--- config.mk ---
export PLATFORM = sky130hd
export DESIGN_NAME = lm07_temp_reader_flat
export DESIGN_NICKNAME = d
export VERILOG_FILES = /design/src/rtl/lm07_temp_reader_if.sv /design/src/rtl/lm07_temp_reader.sv /design/src/flat_wrapper.sv
export SDC_FILE = /design/constraint.sdc
export NUM_CORES = 1
export LEC_CHECK = 0
export CAP_MARGIN = 20
export CELL_PAD_IN_SITES_DETAIL_PLACEMENT = 1
export CELL_PAD_IN_SITES_GLOBAL_PLACEMENT = 1
export CORE_ASPECT_RATIO = 0.75
export CORE_MARGIN = 4
export CORE_UTILIZATION = 35
export DETAILED_ROUTE_END_ITERATION = 8
export PLACE_DENSITY = 0.73
export SETUP_SLACK_MARGIN = 0.15
export SYNTH_ARGS = -nofsm -noshare
export SYNTH_HDL_FRONTEND = slang
export SYNTH_SLANG_ARGS = --single-unit
export TNS_END_PERCENT = 5
--- constraint.sdc ---
create_clock -name SYSCLK -period 4.8 [get_ports SYSCLK]
set_input_delay 0.96 -clock SYSCLK [delete_from_list [all_inputs] [get_ports SYSCLK]]
set_output_delay 0.96 -clock SYSCLK [all_outputs]
set_load 0.01 [all_outputs]
--- src/rtl/lm07_temp_reader_if.sv ---
// Bus between the LM07 reader and the sensor/display side: serial link plus display outputs.
// The master modport belongs to the reader; the slave modport is the sensor and display view.
interface lm07_temp_reader_if;
    logic       SIO;
    logic       CS;
    logic       SCK;
    logic [7:0] data;
    logic [1:0] disp;
    logic [6:0] disp_seg_LSB;
    logic [6:0] disp_seg_MSB;

    modport master (
        input  SIO,
        output CS,
        output SCK,
        output data,
        output disp,
        output disp_seg_LSB,
        output disp_seg_MSB
    );

    modport slave (
        output SIO,
        input  CS,
        input  SCK,
        input  data,
        input  disp,
        input  disp_seg_LSB,
        input  disp_seg_MSB
    );
endinterface

--- src/rtl/lm07_temp_reader.sv ---
// SPI master that repeatedly reads 8-bit temperature frames from an LM07 sensor.
// The last complete frame is shown as two saturated decimal digits on a 7-segment display.
module lm07_temp_reader #(
    parameter int IDLE_CYC = 8,
    parameter int SCK_DIV  = 4,
    parameter int NBITS    = 8
) (
    input  logic                 RSTN,
    input  logic                 SYSCLK,
    lm07_temp_reader_if.master   bus
);

    localparam int IDLE_W = (IDLE_CYC > 1) ? $clog2(IDLE_CYC) : 1;
    localparam int PH_W   = (SCK_DIV  > 1) ? $clog2(SCK_DIV)  : 1;
    localparam int BIT_W  = (NBITS    > 1) ? $clog2(NBITS)    : 1;

    localparam logic [IDLE_W-1:0] IDLE_LAST = IDLE_W'(IDLE_CYC - 1);
    localparam logic [PH_W-1:0]   PH_RISE   = PH_W'(SCK_DIV / 2 - 1);
    localparam logic [PH_W-1:0]   PH_HIGH   = PH_W'(SCK_DIV / 2);
    localparam logic [PH_W-1:0]   PH_LAST   = PH_W'(SCK_DIV - 1);
    localparam logic [BIT_W-1:0]  BIT_LAST  = BIT_W'(NBITS - 1);

    typedef enum logic [1:0] {
        ST_IDLE,
        ST_SHIFT,
        ST_DONE
    } state_t;

    state_t            state;
    state_t            next_state;
    logic [IDLE_W-1:0] idle_cnt;
    logic [PH_W-1:0]   phase;
    logic [BIT_W-1:0]  bit_cnt;
    logic [7:0]        sr;
    logic [7:0]        data_reg;
    logic [1:0]        disp_reg;
    logic              idle_over;
    logic              frame_over;

    logic [7:0]        clamped;
    logic [3:0]        tens;
    logic [3:0]        units;

    assign idle_over  = (idle_cnt == IDLE_LAST);
    assign frame_over = (phase == PH_LAST) && (bit_cnt == BIT_LAST);

    always_ff @(posedge SYSCLK or negedge RSTN) begin
        if (!RSTN) begin
            state <= ST_IDLE;
        end else begin
            state <= next_state;
        end
    end

    always_comb begin
        next_state = state;
        case (state)
            ST_IDLE:  if (idle_over)  next_state = ST_SHIFT;
            ST_SHIFT: if (frame_over) next_state = ST_DONE;
            ST_DONE:  next_state = ST_IDLE;
            default:  next_state = ST_IDLE;
        endcase
    end

    // CS and SCK come straight from the state register, so both fall back to idle
    // levels in the same instant and CS can never move while SCK is high.
    always_comb begin
        bus.CS  = 1'b1;
        bus.SCK = 1'b0;
        if (state == ST_SHIFT) begin
            bus.CS  = 1'b0;
            bus.SCK = (phase >= PH_HIGH);
        end
    end

    always_ff @(posedge SYSCLK or negedge RSTN) begin
        if (!RSTN) begin
            idle_cnt <= '0;
            phase    <= '0;
            bit_cnt  <= '0;
        end else begin
            idle_cnt <= (state == ST_IDLE && !idle_over) ? idle_cnt + 1'b1 : '0;
            if (state == ST_SHIFT) begin
                phase <= (phase == PH_LAST) ? '0 : phase + 1'b1;
                if (phase == PH_LAST) begin
                    bit_cnt <= (bit_cnt == BIT_LAST) ? '0 : bit_cnt + 1'b1;
                end
            end else begin
                phase   <= '0;
                bit_cnt <= '0;
            end
        end
    end

    // SIO is sampled on the SYSCLK edge that raises SCK; the sensor changed it on the
    // previous SCK fall (or when CS dropped), so it has had half an SCK period to settle.
    // The frame is published on entry to DONE so it appears together with the CS rise.
    always_ff @(posedge SYSCLK or negedge RSTN) begin
        if (!RSTN) begin
            sr       <= '0;
            data_reg <= '0;
            disp_reg <= 2'b00;
        end else begin
            if (state == ST_SHIFT && phase == PH_RISE) begin
                sr <= {sr[6:0], bus.SIO};
            end
            if (state == ST_SHIFT && frame_over) begin
                data_reg <= sr;
                disp_reg <= 2'b11;
            end
        end
    end

    function automatic logic [6:0] seg7(input logic [3:0] digit);
        logic [6:0] seg;
        case (digit)
            4'd0:    seg = 7'h3F;
            4'd1:    seg = 7'h06;
            4'd2:    seg = 7'h5B;
            4'd3:    seg = 7'h4F;
            4'd4:    seg = 7'h66;
            4'd5:    seg = 7'h6D;
            4'd6:    seg = 7'h7D;
            4'd7:    seg = 7'h07;
            4'd8:    seg = 7'h7F;
            4'd9:    seg = 7'h6F;
            default: seg = 7'h00;
        endcase
        return seg;
    endfunction

    // Two digits can only show up to 99, so larger readings saturate there.
    always_comb begin
        clamped = (data_reg > 8'd99) ? 8'd99 : data_reg;
        tens    = 4'(clamped / 8'd10);
        units   = 4'(clamped % 8'd10);
    end

    assign bus.data         = data_reg;
    assign bus.disp         = disp_reg;
    assign bus.disp_seg_MSB = seg7(tens);
    assign bus.disp_seg_LSB = seg7(units);

endmodule

--- src/flat_wrapper.sv ---
// flat-port wrapper written by rule: the top's interface ports become plain ports
module lm07_temp_reader_flat 
#(
    parameter int IDLE_CYC = 8,
    parameter int SCK_DIV  = 4,
    parameter int NBITS    = 8
)
  (RSTN, SYSCLK, bus_SIO, bus_CS, bus_SCK, bus_data, bus_disp, bus_disp_seg_LSB, bus_disp_seg_MSB);
  lm07_temp_reader_if bus_i ();
  input  logic RSTN;
  input  logic SYSCLK;
  input wire logic [$bits(bus_i.SIO)-1:0] bus_SIO;
  output wire logic [$bits(bus_i.CS)-1:0] bus_CS;
  output wire logic [$bits(bus_i.SCK)-1:0] bus_SCK;
  output wire logic [$bits(bus_i.data)-1:0] bus_data;
  output wire logic [$bits(bus_i.disp)-1:0] bus_disp;
  output wire logic [$bits(bus_i.disp_seg_LSB)-1:0] bus_disp_seg_LSB;
  output wire logic [$bits(bus_i.disp_seg_MSB)-1:0] bus_disp_seg_MSB;
  assign bus_i.SIO = bus_SIO;
  assign bus_CS = bus_i.CS;
  assign bus_SCK = bus_i.SCK;
  assign bus_data = bus_i.data;
  assign bus_disp = bus_i.disp;
  assign bus_disp_seg_LSB = bus_i.disp_seg_LSB;
  assign bus_disp_seg_MSB = bus_i.disp_seg_MSB;
  lm07_temp_reader #(.IDLE_CYC(IDLE_CYC), .SCK_DIV(SCK_DIV), .NBITS(NBITS)) u_core (.RSTN(RSTN), .SYSCLK(SYSCLK), .bus(bus_i));
endmodule
==> run summary <==
Status = finished, final reports clean
Final setup fails = 0
Worst EP arrival = 3310 ps
Tot GR Track Use = 0.133
CP endpoint kind = output pin
First-pass GRT wire length = 7360 um
TritonRoute pass-1 iters = 4
Die H = 71.3 um
Number of diodes = 0
Post-route design area = 2240 um2
Hold Path Stages = 1
Final wirelength = 4130 um
Grt ovf = 0
Worst-path cell chain = o311a_1 > or3_4 > nor2_1 > o21a_2 > xnor2_1 > ha_1 > nor4b_1 > o21ai_1 > clkdlybuf4s50_1
Async SR Flop Fraction = 1.00
Post-synth EDFFs = 0
Dominant cell type by area after synthesis = dfrtp_1
Routed Antenna Nets = 0
# nets final = 242
Max-slew violations = 0
Final period util = 0.889
Row cnt = 22
Top cell type's share of synthesized area = 0.361
Clock transition at path regs = 80 ps
Core area = 5040 um2
Final Critical Period = 4270 ps
Top_reg_cell synth = dfrtp_1
Worst VDD drop = 233 uV
H-tree Lvls = 1
Clock sinks = 27
# resized after CTS = 0
CP max-delay cell = dfrtp_1
Skew final = 2.32 ps
Post-synthesis sequential area ratio = 0.361
Final hold violations = 0
Post-CTS Setup Inserts = 0
CTS root buf = clkbuf_8
Syn. warnings = 0
# fillers = 580
Mapped Cells = 195
Worst Path Max Fanout = 14
LEAKAGE = 0.984 nW
Gpl congestion = 0.761
Port buffer count = 28
Synth top cells by count = nand2_1, dfrtp_1, ha_1, nor2_1, inv_1
DR WL/cell = 14.2 um
Worst path required time = 3840 ps
Synthesis-stage register bit count = 27
Synthesized cell area = 1870 um2
Total CTS buffers = 3
Vias/cell = 5.03
Hold WS = 460 ps
Starting Density = 0.371
Die ar. = 6590 um2
Worst slew margin = 0.516
Vias in the first global route = 1516
RSZ-0062 raised after global routing = false
Syn avg cell area = 9.59 um2
Maximum Capacitance Violations = 0
Hold Crit Class = reg2reg
Chip Width = 92.4 um
Crit start category = flop
Fraction of layout instances using a drive strength above 1 = 0.132
Area grow syn2layout = 19.6%
Worst path max stage delay = 550 ps
Most common cell in the netlist = nand2_1
Buffer depth of the longest clock path = 2
Max Fclk = 234 MHz
Worst Max-Slew Pin Slew = 721 ps
DRC = 0
Clk_lat worst skew = 260 ps
TritonCTS clock tree = done
Largest net degree at the start of global routing = 28
Via count = 1464
Post-DP HPWL = 3250 um
Setup CP Type = reg2out
# IOs = 29
Final Power = 0.000489 W
Setup TNS = 0 ps
Hold Buf Count CTS = 0
Distinct cells, synth = 52
R2R depth = 4
DR iter-0 viols = 50
Placed inst area = 2190 um2
Synthesized Nets = 217
Dominant cells by area after synthesis = dfrtp_1, ha_1, nand2_1
Pwr per Cell Area = 219 nW/um2
Initial antenna violation count = 0
final cells by class:
| cell class | count | area [um2] | area share |
|---|---|---|---|
| clock buffer | 4 | 45.0 | 0.0201 |
| inverter | 11 | 41.3 | 0.0185 |
| multi-input combinational | 148 | 1100 | 0.490 |
| timing repair buffer | 29 | 288 | 0.129 |
| tap | 72 | 90.1 | 0.0403 |
| sequential | 27 | 676 | 0.302 |
power by group:
part	internal, W	total [W]	switching, W
Sequential	0.000234	0.000246	0.0000123
Combinational	0.0000579	0.000120	0.0000617
Clock	0.0000593	0.000124	0.0000642
Total	0.000351	0.000489	0.000138
cells in the final DEF (no fill, tap or decap), drive strengths merged, types with 2 or more instances in the layout:
master	n
nand2	33
clkdlybuf4s50	28
dfrtp	27
ha	19
nor2	12
inv	10
mux2	10
o211ai	9
o21ai	8
nor3	6
nand3	5
nand2b	4
nor2b	4
a21oi	4
or3	4
clkbuf	4
mux2i	3
o21a	3
o31ai	3
and2	2
xnor2	2
o2111ai	2
per-stage QoR:
stage | setup slack, ps | std cells | utilization
floorplan | 1470 | 195 | -
global placement | 953 | 287 | 0.435
detailed placement | 840 | 287 | 0.435
CTS | 538 | 291 | 0.444
global route | 285 | 291 | 0.444
finish | 534 | 291 | 0.444
path summary, 6_finish.rpt:
path / from / endpoint / slack, ps
worst max-delay path: u_core.bus.data[3] / bus_disp_seg_LSB[0] / 530
worst min-delay path: u_core.idle_cnt[0] / u_core.idle_cnt[0] / 460
worst max register to register: u_core.phase[1] / u_core.bus.data[6] / 3130
worst min register to register: u_core.idle_cnt[0] / u_core.idle_cnt[0] / 460
max in group asynchronous: RSTN / u_core.bus.data[6] / 3480
min in group asynchronous: RSTN / u_core.bit_cnt[0] / 1060
metal layers:
metal | GRT usage | routed length [um]
met4 | 0.00988 | 8
met3 | 0.0241 | 107
met2 | 0.225 | 1960
met5 | 0 | 0
met1 | 0.185 | 2050
cell families after synthesis:
| kind of cell | Yosys count | share of synthesized area |
|---|---|---|
| adder cells (fa/ha/maj) | 19 | 0.127 |
| flip-flops | 27 | 0.361 |
| AO/OA/AOI/OAI | 39 | 0.166 |
| buffers and inverters | 20 | 0.0522 |
| multiplexers | 13 | 0.0783 |
| XOR/XNOR | 2 | 0.00937 |
| AND/OR/NAND/NOR | 75 | 0.206 |
critical path: cells and delay by family, from the launching register on:
family	cells	cell delay [ps]
XOR/XNOR	1	200
adder cells (fa/ha/maj)	1	230
buffers and inverters	1	500
AND/OR/NAND/NOR	3	740
flip-flops	1	550
AO/OA/AOI/OAI	3	810
Power figures use the tool's default switching activity.
